`src/rtl/cpu_pkg.sv`:
```
// ============================================================================
// Module : cpu_pkg
// Brief  : Shared width constants, MEM-stage FSM encoding and the default
//          data-memory watchdog limit for the 5-stage pipeline.
// Rev    : 1.0 - initial release
// ============================================================================
`default_nettype none

package cpu_pkg;

  localparam int unsigned CPU_PC_WIDTH        = 15;
  localparam int unsigned CPU_DATA_WIDTH      = 16;
  localparam int unsigned CPU_REGADDR_WIDTH   = 4;
  localparam int unsigned CPU_DMEM_ADDR_WIDTH = 12;
  localparam int unsigned CPU_TIMEOUT_CYCLES  = 15;

  // MEM-stage access FSM encoding
  localparam int unsigned MEM_STATE_W = 1;
  typedef logic [MEM_STATE_W-1:0] mem_state_t;
  localparam mem_state_t ST_IDLE = 1'b0;
  localparam mem_state_t ST_BUSY = 1'b1;

endpackage

`default_nettype wire

```
`src/rtl/mem_wb_reg.sv`:
```
// ============================================================================
// Module : mem_wb_reg
// Brief  : MEM/WB pipeline register. Loads every cycle; a bubble suppresses
//          the writeback enable, a synchronous clear zeroes the whole bundle.
// Rev    : 1.0 - initial release
// ============================================================================
`default_nettype none

module mem_wb_reg #(
  parameter int unsigned PC_WIDTH      = 15,
  parameter int unsigned DATA_WIDTH    = 16,
  parameter int unsigned REGADDR_WIDTH = 4
) (
  input  logic                     clk,
  input  logic                     reset,
  input  logic                     i_clear,
  input  logic                     i_bubble,
  input  logic                     i_reg_write,
  input  logic [REGADDR_WIDTH-1:0] i_rd,
  input  logic [DATA_WIDTH-1:0]    i_data,
  input  logic [PC_WIDTH-1:0]      i_pc,
  output logic                     o_reg_write,
  output logic [REGADDR_WIDTH-1:0] o_rd,
  output logic [DATA_WIDTH-1:0]    o_data,
  output logic [PC_WIDTH-1:0]      o_pc
);

  logic                     r_reg_write;
  logic [REGADDR_WIDTH-1:0] r_rd;
  logic [DATA_WIDTH-1:0]    r_data;
  logic [PC_WIDTH-1:0]      r_pc;

  // Capture the writeback bundle each cycle; bubbles never write the regfile
  always_ff @(posedge clk) begin
    if (reset || i_clear) begin
      r_reg_write <= 1'b0;
      r_rd        <= '0;
      r_data      <= '0;
      r_pc        <= '0;
    end else begin
      r_reg_write <= i_reg_write & ~i_bubble;
      r_rd        <= i_rd;
      r_data      <= i_data;
      r_pc        <= i_pc;
    end
  end

  assign o_reg_write = r_reg_write;
  assign o_rd        = r_rd;
  assign o_data      = r_data;
  assign o_pc        = r_pc;

endmodule

`default_nettype wire

```
`src/rtl/mem_access_stage.sv`:
```
// ============================================================================
// Module : mem_access_stage
// Brief  : MEM stage with req/ack data-memory port, upstream stall and the
//          MEM/WB register. Optional watchdog enabled by MEM_TIMEOUT_EN.
// Rev    : 1.0 - initial release
// ============================================================================
`default_nettype none

module mem_access_stage
  import cpu_pkg::*;
#(
  parameter int unsigned PC_WIDTH        = CPU_PC_WIDTH,
  parameter int unsigned DATA_WIDTH      = CPU_DATA_WIDTH,
  parameter int unsigned REGADDR_WIDTH   = CPU_REGADDR_WIDTH,
  parameter int unsigned DMEM_ADDR_WIDTH = CPU_DMEM_ADDR_WIDTH,
  parameter int unsigned TIMEOUT_CYCLES  = CPU_TIMEOUT_CYCLES
) (
  input  logic                       clk,
  input  logic                       reset,
  input  logic                       mem_reg_write,
  input  logic                       mem_mem_read,
  input  logic                       mem_mem_write,
  input  logic [PC_WIDTH-1:0]        mem_pc,
  input  logic [DATA_WIDTH-1:0]      mem_alu_result,
  input  logic [DATA_WIDTH-1:0]      mem_write_data,
  input  logic [REGADDR_WIDTH-1:0]   mem_rd,
  output logic                       dmem_req,
  output logic                       dmem_we,
  output logic [DMEM_ADDR_WIDTH-1:0] dmem_addr,
  output logic [DATA_WIDTH-1:0]      dmem_wdata,
  input  logic                       dmem_ack,
  input  logic [DATA_WIDTH-1:0]      dmem_rdata,
  output logic                       mem_stall,
  output logic                       wb_reg_write,
  output logic [REGADDR_WIDTH-1:0]   wb_rd,
  output logic [DATA_WIDTH-1:0]      wb_data,
  output logic [PC_WIDTH-1:0]        wb_pc,
  output logic                       mem_fault
);

  if (TIMEOUT_CYCLES < 1) begin : g_timeout_range
    $error("TIMEOUT_CYCLES must be at least 1");
  end

  mem_state_t r_state;
  mem_state_t w_state_nxt;

  // Transaction copy; authoritative while BUSY
  logic                       r_req;
  logic                       r_we;
  logic [DMEM_ADDR_WIDTH-1:0] r_addr;
  logic [DATA_WIDTH-1:0]      r_wdata;
  logic [DATA_WIDTH-1:0]      r_alu;
  logic [REGADDR_WIDTH-1:0]   r_rd;
  logic [PC_WIDTH-1:0]        r_pc;
  logic                       r_reg_write;
  logic                       r_is_load;

  logic                       w_access;
  logic                       w_busy_ack;
  logic                       w_timeout;
  logic                       w_wb_clear;
  logic                       w_wb_bubble;
  logic                       w_wb_reg_write;
  logic [REGADDR_WIDTH-1:0]   w_wb_rd;
  logic [DATA_WIDTH-1:0]      w_wb_data;
  logic [PC_WIDTH-1:0]        w_wb_pc;

  // A simultaneous read+write is a store, so only a pure read is a load
  assign w_access   = mem_mem_read | mem_mem_write;
  assign w_busy_ack = (r_state == ST_BUSY) & dmem_ack;

`ifdef MEM_TIMEOUT_EN
  localparam int unsigned CNT_W = $clog2(TIMEOUT_CYCLES + 1);
  logic [CNT_W-1:0] r_to_cnt;
  logic             r_fault;

  assign w_timeout = (r_state == ST_BUSY) & ~dmem_ack &
                     (r_to_cnt == CNT_W'(TIMEOUT_CYCLES));

  // Count BUSY cycles without ack; the fault flag is sticky until reset
  always_ff @(posedge clk) begin
    if (reset) begin
      r_to_cnt <= '0;
      r_fault  <= 1'b0;
    end else begin
      if (r_state == ST_IDLE && w_access) begin
        r_to_cnt <= '0;
      end else if (r_state == ST_BUSY && !dmem_ack && !w_timeout) begin
        r_to_cnt <= r_to_cnt + 1'b1;
      end
      if (w_timeout) begin
        r_fault <= 1'b1;
      end
    end
  end

  assign mem_fault = r_fault;
`else
  assign w_timeout = 1'b0;
  assign mem_fault = 1'b0;
`endif

  // FSM state register
  always_ff @(posedge clk) begin
    if (reset) begin
      r_state <= ST_IDLE;
    end else begin
      r_state <= w_state_nxt;
    end
  end

  // FSM next-state: enter BUSY on an access, leave on ack or watchdog expiry
  always_comb begin
    w_state_nxt = r_state;
    case (r_state)
      ST_IDLE: if (w_access) w_state_nxt = ST_BUSY;
      ST_BUSY: if (w_busy_ack || w_timeout) w_state_nxt = ST_IDLE;
      default: w_state_nxt = ST_IDLE;
    endcase
  end

  // FSM outputs: stall and the bundle presented to the MEM/WB register
  always_comb begin
    mem_stall      = 1'b0;
    w_wb_clear     = 1'b0;
    w_wb_bubble    = 1'b0;
    w_wb_reg_write = mem_reg_write;
    w_wb_rd        = mem_rd;
    w_wb_data      = mem_alu_result;
    w_wb_pc        = mem_pc;
    case (r_state)
      ST_IDLE: begin
        mem_stall   = w_access;
        w_wb_bubble = w_access;
      end
      ST_BUSY: begin
        mem_stall      = ~dmem_ack & ~w_timeout;
        w_wb_bubble    = ~dmem_ack;
        w_wb_clear     = w_timeout;
        w_wb_reg_write = r_reg_write;
        w_wb_rd        = r_rd;
        w_wb_data      = r_is_load ? dmem_rdata : r_alu;
        w_wb_pc        = r_pc;
      end
      default: begin
        mem_stall = 1'b0;
      end
    endcase
  end

  // Latch the transaction on entry to BUSY and drop the request on exit
  always_ff @(posedge clk) begin
    if (reset) begin
      r_req       <= 1'b0;
      r_we        <= 1'b0;
      r_addr      <= '0;
      r_wdata     <= '0;
      r_alu       <= '0;
      r_rd        <= '0;
      r_pc        <= '0;
      r_reg_write <= 1'b0;
      r_is_load   <= 1'b0;
    end else if (r_state == ST_IDLE && w_access) begin
      r_req       <= 1'b1;
      r_we        <= mem_mem_write;
      r_addr      <= mem_alu_result[DMEM_ADDR_WIDTH-1:0];
      r_wdata     <= mem_write_data;
      r_alu       <= mem_alu_result;
      r_rd        <= mem_rd;
      r_pc        <= mem_pc;
      r_reg_write <= mem_reg_write;
      r_is_load   <= mem_mem_read & ~mem_mem_write;
    end else if (w_busy_ack || w_timeout) begin
      r_req <= 1'b0;
    end
  end

  assign dmem_req   = r_req;
  assign dmem_we    = r_we;
  assign dmem_addr  = r_addr;
  assign dmem_wdata = r_wdata;

  mem_wb_reg #(
    .PC_WIDTH      (PC_WIDTH),
    .DATA_WIDTH    (DATA_WIDTH),
    .REGADDR_WIDTH (REGADDR_WIDTH)
  ) u_mem_wb_reg (
    .clk         (clk),
    .reset       (reset),
    .i_clear     (w_wb_clear),
    .i_bubble    (w_wb_bubble),
    .i_reg_write (w_wb_reg_write),
    .i_rd        (w_wb_rd),
    .i_data      (w_wb_data),
    .i_pc        (w_wb_pc),
    .o_reg_write (wb_reg_write),
    .o_rd        (wb_rd),
    .o_data      (wb_data),
    .o_pc        (wb_pc)
  );

endmodule

`default_nettype wire

```
`config.mk`:
```
export PLATFORM = sky130hd
export DESIGN_NAME = mem_access_stage
export DESIGN_NICKNAME = d
export VERILOG_FILES = /design/src/rtl/cpu_pkg.sv /design/src/rtl/mem_wb_reg.sv /design/src/rtl/mem_access_stage.sv
export SDC_FILE = /design/constraint.sdc
export NUM_CORES = 1
export LEC_CHECK = 0
export CORE_ASPECT_RATIO = 0.5
export CORE_MARGIN = 2
export CORE_UTILIZATION = 45
export CTS_BUF_LIST = sky130_fd_sc_hd__clkbuf_8
export DETAILED_ROUTE_END_ITERATION = 10
export PLACE_DENSITY = 0.83
export SETUP_SLACK_MARGIN = 0.3
export SYNTH_ARGS = -nofsm -noshare
export SYNTH_HDL_FRONTEND = slang
export SYNTH_SLANG_ARGS = --single-unit
```
`constraint.sdc`:
```
create_clock -name clk -period 1.6 [get_ports clk]
set_clock_uncertainty 0.2 [all_clocks]
set_input_delay 0.32 -clock clk [delete_from_list [all_inputs] [get_ports clk]]
set_output_delay 0.32 -clock clk [all_outputs]
set_load 0.02 [all_outputs]
```
==> flow_summary.json, run 1 <==
{
  "switching_share_pct": 28.2,
  "grt_use_met2_pct": 39.6,
  "final_hold_viol_count": 0,
  "gp_congestion": 0.797,
  "crit_path_max_fanout": 7,
  "drv_cap": 0,
  "drc_errors": 0,
  "grt_use_total_pct": 20.8,
  "finalWorstSetupSlack_ns": -0.0278,
  "synth_edf_count": 0,
  "peakVddDrop_mv": 0.565,
  "grt_max_degree": 53,
  "seqPwrFrac_pct": 44.1,
  "hold_start": "reset",
  "synth_common_cells": "nand2_1, dfxtp_1, nor2_1",
  "hold_end": "dmem_addr[3]",
  "finalCritPeriodShare_pct": 102,
  "crit_type": "register to register",
  "num_rows": 23,
  "grt_pass1_wl_um": 14400,
  "dp_slack_ns": -0.574,
  "yosysSeqAreaShare_pct": 50.6,
  "period_minus_slack_ns": 1.63,
  "drt_pass1_iterations": 4,
  "antenna_cells": 0,
  "cp.required_ns": 1.69,
  "cts_max_level": 3,
  "ys_types": 23,
  "die_area_um2": 8870,
  "clockBufferDepth": 2,
  "drt_iter0_drc": 176,
  "insertion_delay_ns": 0.37,
  "rr_worst_depth": 6,
  "dp_hpwl_um": 5900,
  "fin_nets": 616,
  "cp-start-kind": "register",
  "root_buffer": "clkbuf_8",
  "numCtsBuffers": 9,
  "area_growth_pct": 63.1,
  "yosysWarnings": 0,
  "finalSetupViolCount": 3,
  "crit_arrival_ns": 1.72,
  "fmax_ghz": 0.614,
  "synth_area_leaders": "dfxtp_1, nand2_1, mux2i_1",
  "gr-usage-met1_pct": 22.6,
  "r2r_start": "r_state",
  "instances_no_fill": 660,
  "ant_nets": 0,
  "drive_above_1_share_pct": 48.0,
  "syn_area_per_cell_um2": 9.26,
  "vias": 3283,
  "clkSinkCount": 92,
  "synth_area_leader_cell": "dfxtp_1",
  "drv_slew": 0,
  "yosys_register_bits": 92,
  "synthCells": 393,
  "clk_transition_reported_paths_ns": 0.10,
  "antenna_found_initial": 0,
  "reg2reg_slack_ns": -0.03,
  "clockPowerShare_pct": 30.7,
  "powerDensity_nw_per_um2": 993,
  "core_area_um2": 7910,
  "dp_cells": 618,
  "post_drt_wl_per_cell_um": 16.5,
  "timing.rr.end": "r_alu[14]",
  "totalWireLength_um": 10900,
  "numPortBuffers": 139,
  "netlist_area_um2": 3640,
  "initial_core_util_pct": 46.0,
  "status": "finished, violations left",
  "tritoncts": "yes",
  "end_kind": "register",
  "ys.flop_type": "dfxtp_1",
  "viasPerCell": 4.97,
  "grt_pass1_vias": 3023,
  "hold_depth": 3,
  "ys_async_sr_fraction_pct": 0,
  "fp.dieW_um": 131,
  "p_switching_w": 0.00166,
  "grt.busiest_layer": "met2",
  "synth_top_area_share_pct": 50.6,
  "p_leak_nw": 2.38,
  "grt_use_met3_pct": 5.41,
  "internal_power_w": 0.00423,
  "rsz0062_at_grt": "yes",
  "syn-num-nets": 466,
  "violations": "setup timing",
  "combPwrFrac_pct": 25.2,
  "die_h_um": 67.6,
  "hp-class": "primary input to register",
  "io_pins": 141,
  "overflow": 0,
  "yosysMostFrequentCell": "nand2_1"
}
-- through the flow --
step / total power (W) / area, um^2 / util [%] / setup TNS [ns] / hold slack [ns]
5_1_grt: 0.00611 / 5940 / 75.0 / -0.489 / 0.185
6_report: 0.00589 / 5940 / 75.0 / -0.0642 / 0.172
2_1_floorplan: 0.00328 / 3640 / - / 0 / 0.219
3_5_place_dp: 0.00379 / 5020 / 63.5 / -23.67 / 0.246
3_3_place_gp: 0.00377 / 5020 / 63.5 / -20.69 / 0.241
4_1_cts: 0.00569 / 5530 / 69.9 / -0.0191 / 0.142
-- per-layer routing --
metal | up-vias | share of wire [%]
li1 | 1580 | -
met4 | 0 | 2.9
met2 | 104 | 53
met1 | 1572 | 39
met3 | 27 | 4.4
met5 | - | 0
-- logic make-up after synthesis --
family,count (synthesis),share of synthesized area [%]
muxes,35,9.63
other,1,0.103
AOI/OAI and AO/OA,75,14.9
buffers and inverters,43,9.11
and+or+nand+nor,147,15.7
DFF,92,50.6
-- final cells by class --
type,instances,area [um^2]
clock buffer,11,151
clock inverter,5,83.8
fill,511,1980
inverter,1,3.75
multi-input combinational,258,1650
sequential,92,1930
tap,112,140
timing repair buffer,181,1980
-- worst max-delay path, cell delays in order, from the launching register on --
cell and delay [ns]:
dfxtp_4 0.35, buf_4 0.14, buf_12 0.12, o21ba_4 0.31
clkbuf_16 0.18, nand2_1 0.07, a21oi_1 0.17
-- power groups by stage --
stage	clock network [W]	logic, W	registers [W]
final	0.00181	0.00149	0.00260
after global routing	0.00192	0.00157	0.00262
after CTS	0.00183	0.00127	0.00259
after detailed placement	0	0.00120	0.00260
after global placement	0	0.00118	0.00259
after floorplan	0	0.000561	0.00272
-- worst max path at each step --
stage / from / end / slack, ns / depth (start not counted)
floorplan: r_state / mem_stall / 0.33 / 2
global placement: mem_mem_write / mem_stall / -0.55 / 4
detailed placement: mem_mem_write / mem_stall / -0.57 / 4
CTS: r_state / mem_stall / -0.02 / 3
global route: r_state / mem_stall / -0.07 / 3
finish: r_state / r_alu[14] / -0.03 / 6
-- sequential cells by signal (all words and copies together), names as in the netlist --
register,cells
r_state,1
u_mem_wb_reg.o_pc,15
r_alu,5
u_mem_wb_reg.o_rd,4
u_mem_wb_reg.o_data,16
r_is_load,1
dmem_we,1
dmem_wdata,16
r_rd,4
dmem_req,1
u_mem_wb_reg.o_reg_write,1
r_reg_write,1
dmem_addr,11
r_pc,15
-- cells in the final DEF, fill, tap and decap left out, types with 2 or more instances in the layout --
cell,count
clkbuf_8,12
bufinv_16,2
clkbuf_16,4
buf_6,67
clkinvlp_4,2
dlygate4sd2_1,2
clkdlybuf4s50_1,69
nor2_2,3
a21oi_2,37
nor2_1,31
dfxtp_1,25
nand2_2,12
mux2i_1,33
buf_12,8
a211oi_2,8
dfxtp_2,66
nand2_1,92
a21oi_1,18
a211oi_1,8
nor2_4,3
buf_4,28
-- timing repair --
| action | CTS | global route |
|---|---|---|
| endpoints found under the hold margin | 3 | 0 |
| pin swaps | 1 | 4 |
| hold buffers | 1 | 0 |
| resized for setup | 475 | 57 |
| cloned | 0 | 5 |
| buffers inserted | 10 | 10 |
| endpoints found under the setup margin | 144 | 148 |
Power figures use the tool's default switching activity.
==> run 2, diff against run 1 <==
--- a/config.mk
+++ b/config.mk
@@ -10,7 +10,7 @@
 export CORE_UTILIZATION = 45
 export CTS_BUF_LIST = sky130_fd_sc_hd__clkbuf_8
 export DETAILED_ROUTE_END_ITERATION = 10
-export PLACE_DENSITY = 0.83
+export PLACE_DENSITY = 0.84
 export SETUP_SLACK_MARGIN = 0.3
 export SYNTH_ARGS = -nofsm -noshare
 export SYNTH_HDL_FRONTEND = slang
==> flow_summary.json, run 2 (same netlist as run 1, synthesis figures left out) <==
{
  "post_drt_wl_per_cell_um": 14.4,
  "final_hold_viol_count": 0,
  "finalSetupViolCount": 0,
  "fmax_ghz": 0.630,
  "layout_common_cells": "nand2_1, buf_6, clkdlybuf4s50_1",
  "seq_area_um2": 1930,
  "antenna_found_initial": 0,
  "peakVddDrop_mv": 0.537,
  "crit_path_top_delay_cell": "dfxtp_2",
  "grt_use_total_pct": 20.7,
  "cp_num_buf_inv": 1,
  "grt_max_degree": 53,
  "dp_hpwl_um": 5970,
  "clockBufferDepth": 2,
  "drive_above_1_share_pct": 39.5,
  "drv_slew": 0,
  "powerDensity_nw_per_um2": 972,
  "final_area_um2": 5540,
  "p_leak_nw": 2.28,
  "die_area_um2": 8870,
  "totalWireLength_um": 9390,
  "fin_nets": 608,
  "final_common_cell": "nand2_1",
  "core_area_um2": 7910,
  "numCtsBuffers": 9,
  "rsz0062_at_grt": "yes",
  "die_h_um": 67.6,
  "end_kind": "primary output",
  "area_growth_pct": 52.1,
  "path_cells": "o21bai_4 -> o21ai_2 -> buf_6",
  "crit_type": "register to primary output",
  "drt_pass1_iterations": 4,
  "cp.required_ns": 1.08,
  "drt_iter0_drc": 160,
  "gp_congestion": 0.713,
  "hp-class": "primary input to register",
  "ant_nets": 0,
  "root_buffer": "clkbuf_8",
  "cts_max_level": 3,
  "vias": 3165,
  "num_rows": 23,
  "clk_transition_reported_paths_ns": 0.08,
  "antenna_cells": 0,
  "numPortBuffers": 139,
  "post-layout-total-power_w": 0.00538,
  "critPathTopFamily": "flip-flops",
  "clkSinkCount": 92,
  "grt_pass1_wl_um": 14500,
  "drc_errors": 0,
  "fp.dieW_um": 131,
  "io_pins": 141,
  "grt_pass1_vias": 3077,
  "crit_arrival_ns": 1.07,
  "initial_core_util_pct": 46.0,
  "tritoncts": "yes",
  "status": "completed",
  "finalCritPeriodShare_pct": 99.2,
  "place_area_um2": 5000,
  "cp-start-kind": "register",
  "overflow": 0,
  "drv_cap": 0,
  "multi_input_area_um2": 1480,
  "crit_path_max_fanout": 4,
  "viasPerCell": 4.86,
  "insertion_delay_ns": 0.35,
  "period_minus_slack_ns": 1.59,
  "nFillCells": 612,
  "slowest_delay_ns": 0.34
}
## run 2: power breakdown
group	internal [W]	total, W	leakage, nW	switching, W
logic	0.000672	0.00130	1.39	0.000626
registers	0.00249	0.00259	0.783	0.0000965
clock network	0.000738	0.00150	0.106	0.000757
total	0.00390	0.00538	2.28	0.00148
## run 2: worst paths after layout
| check | from | to | slack (ns) | depth (start not counted) |
|---|---|---|---|---|
| worst min-delay path | reset | r_alu[15] | 0.03 | 2 |
| worst max-delay path | r_state | mem_stall | 0.01 | 3 |
| worst max register to register | r_state | r_pc[7] | 0.04 | 5 |
| worst min register to register | r_pc[9] | r_pc[9] | 0.26 | 2 |
## run 2: layout make-up
class | count | area share [%]
Clock buffer | 10 | 2.49
Clock inverter | 5 | 0.836
Inverter | 1 | 0.0678
Multi-Input combinational cell | 258 | 26.7
Sequential cell | 92 | 34.8
Tap cell | 112 | 2.53
Timing Repair Buffer | 173 | 32.6
## run 2: routing by layer
layer	track usage [%]	vias up	wire length [um]
li1	-	1564	-
met1	22.1	1514	3840
met2	40.2	71	5000
met3	5.41	16	361
met4	8.56	0	195
met5	0	-	0
## run 2: worst reg2reg max path, cell delays in order (launching register included)
cell and delay, ns:
dfxtp_2 0.34, buf_4 0.22, o21ba_4 0.33, buf_12 0.19, nand2_1 0.09, a21oi_1 0.13
## run 2: repair_timing
item	in CTS	in global routing
endpoints found under the setup margin	137	147
resized for setup	475	2
pin swaps	1	0
hold buffers	0	0
buffers inserted	12	6
cloned	0	1
endpoints found under the hold margin	0	0
## run 2: through the flow
| stage | hold slack, ns | TNS, ns | std cells | utilization, % | worst slack (ns) |
|---|---|---|---|---|---|
| floorplan | 0.219 | 0 | 393 | - | 0.326 |
| global placement | 0.241 | -20.37 | 617 | 63.2 | -0.555 |
| detailed placement | 0.247 | -21.75 | 617 | 63.2 | -0.558 |
| CTS | 0.0140 | 0 | 644 | 69.0 | 0.00238 |
| global route | 0.00880 | -0.147 | 651 | 70.0 | -0.0452 |
| finish | 0.0293 | 0 | 651 | 70.0 | 0.0127 |
